## src/rtl/dmg_timer_pkg.sv

```systemverilog
// Shared constants for the DMG timer: register map, TAC tap select, overflow delay, FSM encoding.
// Latency: n/a (constants only).
// Backpressure: n/a.
package dmg_timer_pkg;

  // Register select values on the CPU port
  localparam logic [1:0] ADDR_DIV  = 2'd0;
  localparam logic [1:0] ADDR_TIMA = 2'd1;
  localparam logic [1:0] ADDR_TMA  = 2'd2;
  localparam logic [1:0] ADDR_TAC  = 2'd3;

  // TAC[1:0] divider tap select
  localparam logic [1:0] TAC_SEL_DIV9 = 2'b00;
  localparam logic [1:0] TAC_SEL_DIV3 = 2'b01;
  localparam logic [1:0] TAC_SEL_DIV5 = 2'b10;
  localparam logic [1:0] TAC_SEL_DIV7 = 2'b11;

  // Edges from TIMA wrap to TMA reload; the counter starts one below so that
  // the reload lands on the edge after it reaches zero.
  localparam int         OVF_DELAY    = 4;
  localparam logic [1:0] OVF_CNT_INIT = 2'(OVF_DELAY - 1);

  // Overflow FSM encoding
  localparam logic [1:0] ST_IDLE   = 2'd0;
  localparam logic [1:0] ST_OVF    = 2'd1;
  localparam logic [1:0] ST_RELOAD = 2'd2;

endpackage

```

## src/rtl/dmg_timer_div.sv

```systemverilog
// 16-bit free-running divider, TAC tap mux and falling-edge tick detector.
// Latency: tick is combinational, high the cycle after the gated tap falls.
// Backpressure: none; counts every clk edge.
module dmg_timer_div
  import dmg_timer_pkg::*;
(
  input  logic       clk,
  input  logic       reset,
  input  logic       div_clr,
  input  logic [2:0] tac,
  output logic [7:0] div_hi,
  output logic       tick
);

  logic [15:0] div;
  logic        tap;
  logic        sig;
  logic        sig_q;

  // Divider: counts every edge, a DIV write zeroes all 16 bits
  always_ff @(posedge clk or posedge reset) begin
    if (reset) begin
      div <= 16'h0000;
    end else if (div_clr) begin
      div <= 16'h0000;
    end else begin
      div <= div + 16'd1;
    end
  end

  // Tap mux: pick the divider bit that clocks TIMA
  always_comb begin
    tap = div[9];
    case (tac[1:0])
      TAC_SEL_DIV9: tap = div[9];
      TAC_SEL_DIV3: tap = div[3];
      TAC_SEL_DIV5: tap = div[5];
      TAC_SEL_DIV7: tap = div[7];
      default:      tap = div[9];
    endcase
  end

  // Enable is ANDed before the edge detector, so clearing DIV or TAC can
  // create a falling edge (hardware-accurate spurious tick).
  assign sig = tac[2] & tap;

  // Delay the gated tap by one edge for falling-edge detection
  always_ff @(posedge clk or posedge reset) begin
    if (reset) begin
      sig_q <= 1'b0;
    end else begin
      sig_q <= sig;
    end
  end

  assign tick   = sig_q & ~sig;
  assign div_hi = div[15:8];

endmodule

```

## src/rtl/dmg_timer.sv

```systemverilog
// DMG timer: DIV/TIMA/TMA/TAC registers with delayed TIMA overflow reload and irq pulse.
// Latency: rdata combinational; TIMA reloads and irq pulses 4 edges after the wrap.
// Backpressure: none; writes are accepted on any edge.
module dmg_timer
  import dmg_timer_pkg::*;
#(
  parameter int INITIAL_ZERO = 0
) (
  input  logic       clk,
  input  logic       reset,
  input  logic [1:0] addr,
  input  logic       wr,
  input  logic [7:0] wdata,
  output logic [7:0] rdata,
  output logic       irq
);

  // Pre-reset contents only matter in simulation; silicon state is defined
  // by reset, so the parameter selects no hardware.
  if (INITIAL_ZERO != 0) begin : g_initial_zero
  end

  logic [7:0] tima;
  logic [7:0] tma;
  logic [2:0] tac;
  logic [1:0] state;
  logic [1:0] cnt;

  logic [7:0] tima_nxt;
  logic [1:0] state_nxt;
  logic [1:0] cnt_nxt;
  logic       irq_nxt;

  logic [7:0] div_hi;
  logic       tick;
  logic       wr_div;
  logic       wr_tima;
  logic       wr_tma;
  logic       wr_tac;
  logic       reload_edge;

  assign wr_div  = wr && (addr == ADDR_DIV);
  assign wr_tima = wr && (addr == ADDR_TIMA);
  assign wr_tma  = wr && (addr == ADDR_TMA);
  assign wr_tac  = wr && (addr == ADDR_TAC);

  // The edge that leaves OVF is the reload edge: TMA wins over any TIMA write
  assign reload_edge = (state == ST_OVF) && (cnt == 2'd0);

  dmg_timer_div u_div (
    .clk     (clk),
    .reset   (reset),
    .div_clr (wr_div),
    .tac     (tac),
    .div_hi  (div_hi),
    .tick    (tick)
  );

  // Next-state for TIMA and the overflow FSM, with write priorities
  always_comb begin
    tima_nxt  = tima;
    state_nxt = state;
    cnt_nxt   = cnt;
    irq_nxt   = 1'b0;
    if (reload_edge) begin
      // A TMA write on this edge reaches TIMA directly
      tima_nxt  = wr_tma ? wdata : tma;
      state_nxt = ST_RELOAD;
      irq_nxt   = 1'b1;
    end else if (state == ST_OVF) begin
      cnt_nxt = cnt - 2'd1;
      if (wr_tima) begin
        // CPU write during the delay cancels the reload and the irq
        tima_nxt  = wdata;
        state_nxt = ST_IDLE;
      end else if (tick) begin
        tima_nxt = tima + 8'd1;
      end
    end else begin
      // IDLE and the single RELOAD cycle count normally
      state_nxt = ST_IDLE;
      if (wr_tima) begin
        tima_nxt = wdata;
      end else if (tick) begin
        tima_nxt = tima + 8'd1;
        if (tima == 8'hFF) begin
          state_nxt = ST_OVF;
          cnt_nxt   = OVF_CNT_INIT;
        end
      end
    end
  end

  // TIMA, FSM state, delay counter and irq registers
  always_ff @(posedge clk or posedge reset) begin
    if (reset) begin
      tima  <= 8'h00;
      state <= ST_IDLE;
      cnt   <= 2'd0;
      irq   <= 1'b0;
    end else begin
      tima  <= tima_nxt;
      state <= state_nxt;
      cnt   <= cnt_nxt;
      irq   <= irq_nxt;
    end
  end

  // TMA and TAC are plain loads
  always_ff @(posedge clk or posedge reset) begin
    if (reset) begin
      tma <= 8'h00;
      tac <= 3'b000;
    end else begin
      if (wr_tma) tma <= wdata;
      if (wr_tac) tac <= wdata[2:0];
    end
  end

  // Combinational read mux; unused TAC bits read as ones
  always_comb begin
    rdata = div_hi;
    case (addr)
      ADDR_DIV:  rdata = div_hi;
      ADDR_TIMA: rdata = tima;
      ADDR_TMA:  rdata = tma;
      ADDR_TAC:  rdata = {5'b11111, tac};
      default:   rdata = div_hi;
    endcase
  end

endmodule
```

## config.mk

```make
export PLATFORM = sky130hd
export DESIGN_NAME = dmg_timer
export DESIGN_NICKNAME = d
export VERILOG_FILES = /design/src/rtl/dmg_timer_pkg.sv /design/src/rtl/dmg_timer_div.sv /design/src/rtl/dmg_timer.sv
export SDC_FILE = /design/constraint.sdc
export NUM_CORES = 1
export LEC_CHECK = 0
export CAP_MARGIN = 20
export CORE_ASPECT_RATIO = 0.6
export CORE_MARGIN = 5
export CORE_UTILIZATION = 55
export CTS_CLUSTER_SIZE = 14
export DETAILED_ROUTE_END_ITERATION = 10
export HOLD_SLACK_MARGIN = 0.12
export PLACE_DENSITY = 0.73
export SYNTH_ARGS = -nofsm -noshare
export SYNTH_HDL_FRONTEND = slang
export SYNTH_HIERARCHICAL = 1
export SYNTH_SLANG_ARGS = --single-unit
```

## constraint.sdc

```tcl
create_clock -name clk -period 3.2 [get_ports clk]
set_input_delay 0.64 -clock clk [delete_from_list [all_inputs] [get_ports clk]]
set_output_delay 0.64 -clock clk [all_outputs]
set_load 0.05 [all_outputs]
```

Yosys cells after proc, flatten, opt, wreduce, memory -nomap -nowiden

Index checks and enable logic that the tools add are counted.
Widths: inputs -> output; s select.

Memories: 0
Latch bits: 0
Output and inout bits: 9
Register bits after elaboration: 41
Bits in read-only memories: 0
Word-level logic and storage cells: 55
RAM bits: 0

Magnitude comparators: 0
Divide/modulo/power cells: 0
Reductions and logical operators: 12
Mux-type cells: 18
Equal/unequal tests: 10
Shifts and indexed selects: 0
Add/sub/neg operators: 3
Bitwise operators: 4
$mul: 0

Operator list:

| kind                  | number |
|---|---|
| $mux 8                | 4 |
| $pmux 8 s4            | 1 |
| $add 16x1->16 const B | 1 |
| $mux 16               | 1 |
| $mux 2                | 7 |
| $add 8x1->8 const B   | 1 |
| $eq 2x2->1 const B    | 4 |
| $eq 8x8->1 const B    | 1 |
| $eq 2x1->1 const B    | 3 |
| $logic_not 2->1       | 3 |
| $logic_and 1x1->1     | 5 |
| $mux 1                | 4 |
| $pmux 1 s4            | 1 |
| $reduce_and 4->1      | 1 |
| $reduce_bool 2->1     | 2 |
| $ne 3x3->1 const B    | 1 |
| $reduce_bool 3->1     | 1 |
| $and 1x1->1           | 2 |
| $ne 2x1->1 const B    | 1 |
| $not 1->1             | 2 |
| $sub 2x1->2 const B   | 1 |

Longest topological paths before layout

Depth after elaboration: 9
Gate-level depth with buffers: 8
Gate-level depth less buffers: 7

Cells and area by module

Netlist, hierarchy kept.

By module, submodules not included:

| module        | cells each | times used | seq. area each (sq um) | area each (sq um) |
|---|---|---|---|---|
| dmg_timer     | 128        | 1          | 600.6                  | 1395.1 |
| dmg_timer_div | 94         | 1          | 425.4                  | 953.4 |

Worst setup path after synthesis

Ideal clock, no wire load.

Path kind: input to output
Start: input port addr[0]
End: output port rdata[3]
Data required time: 2.560 ns
Stages: 3
Arrival: 1.529 ns
Buffers on the path: 1
Setup slack: 1.031 ns
Cells stage by stage: buf_2 > mux2_2 > o22a_1

Cells in the longest elaborated chain, start to end: 2
Elaborated cells on any way between the ends: 5

RTL lines:

| item                                     | RTL line         | RTL |
|---|---|---|
| from (decl)                              | dmg_timer.sv:11  | `input logic [1:0] addr,` |
| $eq 2x2->1, or another cell as far along | dmg_timer.sv:123 | `case (addr)` |
| $pmux 8 s4 (*)                           | dmg_timer.sv:123 |  |
| to (decl)                                | dmg_timer.sv:14  | `output logic [7:0] rdata,` |

Mark *: on every way between the ends. The rest lies on a longest branch, timed or not.

Final worst setup path

Start: input port addr[1]
End: output port rdata[0]

The elaborated chain is that of the path after synthesis.

==> flow_summary_export.csv <==
group,metric,value,unit
run_status,run_status,"finished, final reports clean",
layout,antennaDiodeCount,0,
power,ir_drop,0.000332,V
power,power.density,584,nW/um^2
place,dp_hpwl,3580,um
clock_network,post-cts-setup-buffer-count,0,
sta,fin_crit_sh,88.3,%
worst_setup_path,worstSetupPathType,"in2out",
synth,synth_cells,222,
sta,setup_ws,0.375,ns
synth,synth-edff-count,0,
route,num_vias,1703,
synth,synth_top_family_by_area,"simple AND/OR/NAND/NOR gates",
synth,syn-num-nets,238,
route,first_pass_iters,4,
route,drtIter0Drc,91,
place,portBuffers,21,
sta,rsz0062_at_grt,"false",
worst_hold_path,holdCritStartpoint,"cnt[1]",
sta,setup_tns,0,ns
synth,ys_top_cells_by_area,"dfrtp_1 (44%), mux2_2 (6.7%), buf_4 (3.2%)",
grt,grt_pass1_vias,1597,
synth,synth_compound_gate_area_share,11.2,%
clock_network,cts_max_level,2,
synth,synth.distinct_cells,47,
synth,async_reset_ff_share,100,%
place,placed_cells,291,
route,drc,0,
grt,grt_max_degree,25,
clock_network,clk_path_buf_depth,2,
worst_setup_path,setup.worst_path.start_class,"input pin",
synth,ys_seq_area_share,43.7,%
worst_setup_path,path_max_fanout,9,
synth,synth_ff_type,"dfrtp_1",
layout,areaGrowthSynthToFinish,12.5,%
floorplan,dieArea,5720,sq um
grt,antenna_found_initial,0,
route,routedWlPerCell,16.1,um
floorplan,pin_count,22,
clock_network,cts_sinks,41,
clock_network,cts_hold_buf,0,
synth,avgSynthCellArea,10.6,sq um
worst_setup_path,reg2reg_depth,7,
flow_run,cap_violations,0,
route,antenna_left,0,
clock_network,clk-insertion-delay-late,0.29,ns
worst_setup_path,worst_ep_arrival_time,2.19,ns
synth,synth_xor_area_share,2.61,%
synth,synth.largest_area_cell,"dfrtp_1",
sta,hold_viol,0,
sta,setup_viol,0,
place,place_congestion,0.844,
grt,grt_util_all_layers,18.8,%
floorplan,die_h,60.6,um
synth,yosysWarnings,6,
worst_hold_path,hold-path-cell-count,1,
place,pre_cts_ws,0.360,ns
floorplan,core,4120,sq um
route,totalWireLength,4820,um
sta,relSlewSlack,37.3,%
sta,finalMaxSlewViolations,0,
worst_hold_path,hold_end,"cnt[1]",
synth,synthesis.area,2350,sq um
layout,fin_util,64.1,%
layout,fin_nets,254,
power,leakage,1.18,nW
synth,synth.top_cells.by_count,"dfrtp_1 (41), nand2_1 (19), mux2_2 (14), nor2_1 (12), buf_4 (10)",
floorplan,initial_utilization,57.0,%
clock_network,clk_pin_slew,0.08,ns
synth,synth_mux_area_share,15.1,%
layout,fin_cells,299,
worst_setup_path,required,2.56,ns
clock_network,cts_root_buffer,"clkbuf_8",
clock_network,cts_resized,0,
synth,yosys_register_bits,41,
worst_setup_path,rrSetupSlack,0.80,ns
worst_setup_path,r2r-start,"u_div/div[7]",
floorplan,rows,18,
sta,min_period,2.83,ns
sta,tightest_slew,0.940,ns
grt,grt_pass1_wl,7980,um
layout,drive_gt1_share,19.2,%
sta,fmax,354,MHz
floorplan,die_w,94.4,um
clock_network,numCtsBuffers,5,
synth,synth_top_area_share,43.7,%
sta,clock_skew,0.00544,ns
worst_setup_path,worstSetupEndpointType,"primary output",
grt,grt-ovfl-total,0,
worst_hold_path,hold_class,"reg2reg",
worst_setup_path,r2r_end,"tima[7]",
clock_network,cts_tree,"yes",
synth,synth_simple_gate_area_share,19.5,%
synth,synth_fa_ha_area_share,1.60,%
synth,yosysMostFrequentCell,"dfrtp_1",
route,via_per_inst,5.70,
==> state kept, by name (all words and copies together) (netlist names) <==
name	flops
u_div/div	16
tima	8
tma	8
tac	3
cnt	2
state	2
irq	1
u_div/sig_q	1
==> cells by family (layout without fill, tap and decap cells) <==
group,count (synthesis),after routing
fa+ha+maj,3,3
xor+xnor,7,7
mux,27,27
buf+inv,26,43
compound gates,41,41
flops,41,41
simple gates,77,77
==> metrics by stage <==
step           total power, mW  instance area, sq um  hold slack [ns]
2_1_floorplan             1.05                  2350            0.463
6_report                  1.54                  2640            0.495
3_3_place_gp              1.17                  2540            0.475
3_5_place_dp              1.18                  2540            0.480
4_1_cts                   1.55                  2640            0.498
5_1_grt                   1.65                  2640            0.518
==> cell type report <==
cell class	instances	area, sq um
Clock buffer	7	96.3
Clock inverter	1	5.00
Multi-Input combinational cell	155	1180
Sequential cell	41	1030
Inverter	10	37.5
Timing Repair Buffer	25	220
Tap cell	60	75.1
Fill cell	337	1480
==> where the power goes <==
group / switching, mW / internal [mW]
combinational: 0.241 / 0.207
sequential: 0.105 / 0.618
clock: 0.176 / 0.195
==> worst max-delay path by stage <==
stage             from       end  slack [ns]
2_1_floorplan  addr[0]  rdata[3]        1.03
3_3_place_gp   addr[1]  rdata[0]        0.38
3_5_place_dp   addr[1]  rdata[0]        0.36
4_1_cts        addr[1]  rdata[0]        0.36
5_1_grt        addr[1]  rdata[0]        0.30
6_report       addr[1]  rdata[0]        0.37
==> cell usage in the layout, fill, tap and decap left out, types with 2 or more instances in the layout <==
cell type / count
nand2_1: 19
nor4_1: 5
o21ai_1: 5
o31ai_1: 4
nand3b_1: 2
buf_4: 12
and4_1: 2
nor2_1: 12
nand2b_1: 3
nor2b_1: 8
a21o_1: 2
o22a_1: 5
mux2_4: 2
or3_1: 2
xnor2_1: 4
nand3_1: 8
ha_1: 3
inv_1: 9
mux2i_1: 4
xor2_1: 3
o21ai_0: 9
a21oi_1: 9
mux2_1: 3
nand4_4: 2
mux4_2: 3
clkdlybuf4s50_1: 13
and2_1: 2
dfrtp_1: 41
nand4_1: 3
or4_1: 4
mux2_2: 14
clkbuf_8: 7
==> worst max-delay path: stages <==
cell and delay [ns]:
clkdlybuf4s50_1 0.74, mux4_1 0.60, buf_4 0.20
==> routing by layer <==
| layer | track usage (%) | share of wire [%] | wire length, um |
|---|---|---|---|
| met1 | 28.3 | 53 | 2570 |
| met5 | 0 | 0 | 0 |
| met4 | 5.56 | 0.66 | 32 |
| met2 | 25.5 | 40 | 1940 |
| met3 | 6.44 | 5.7 | 276 |
(Power assumes the default switching activity.)
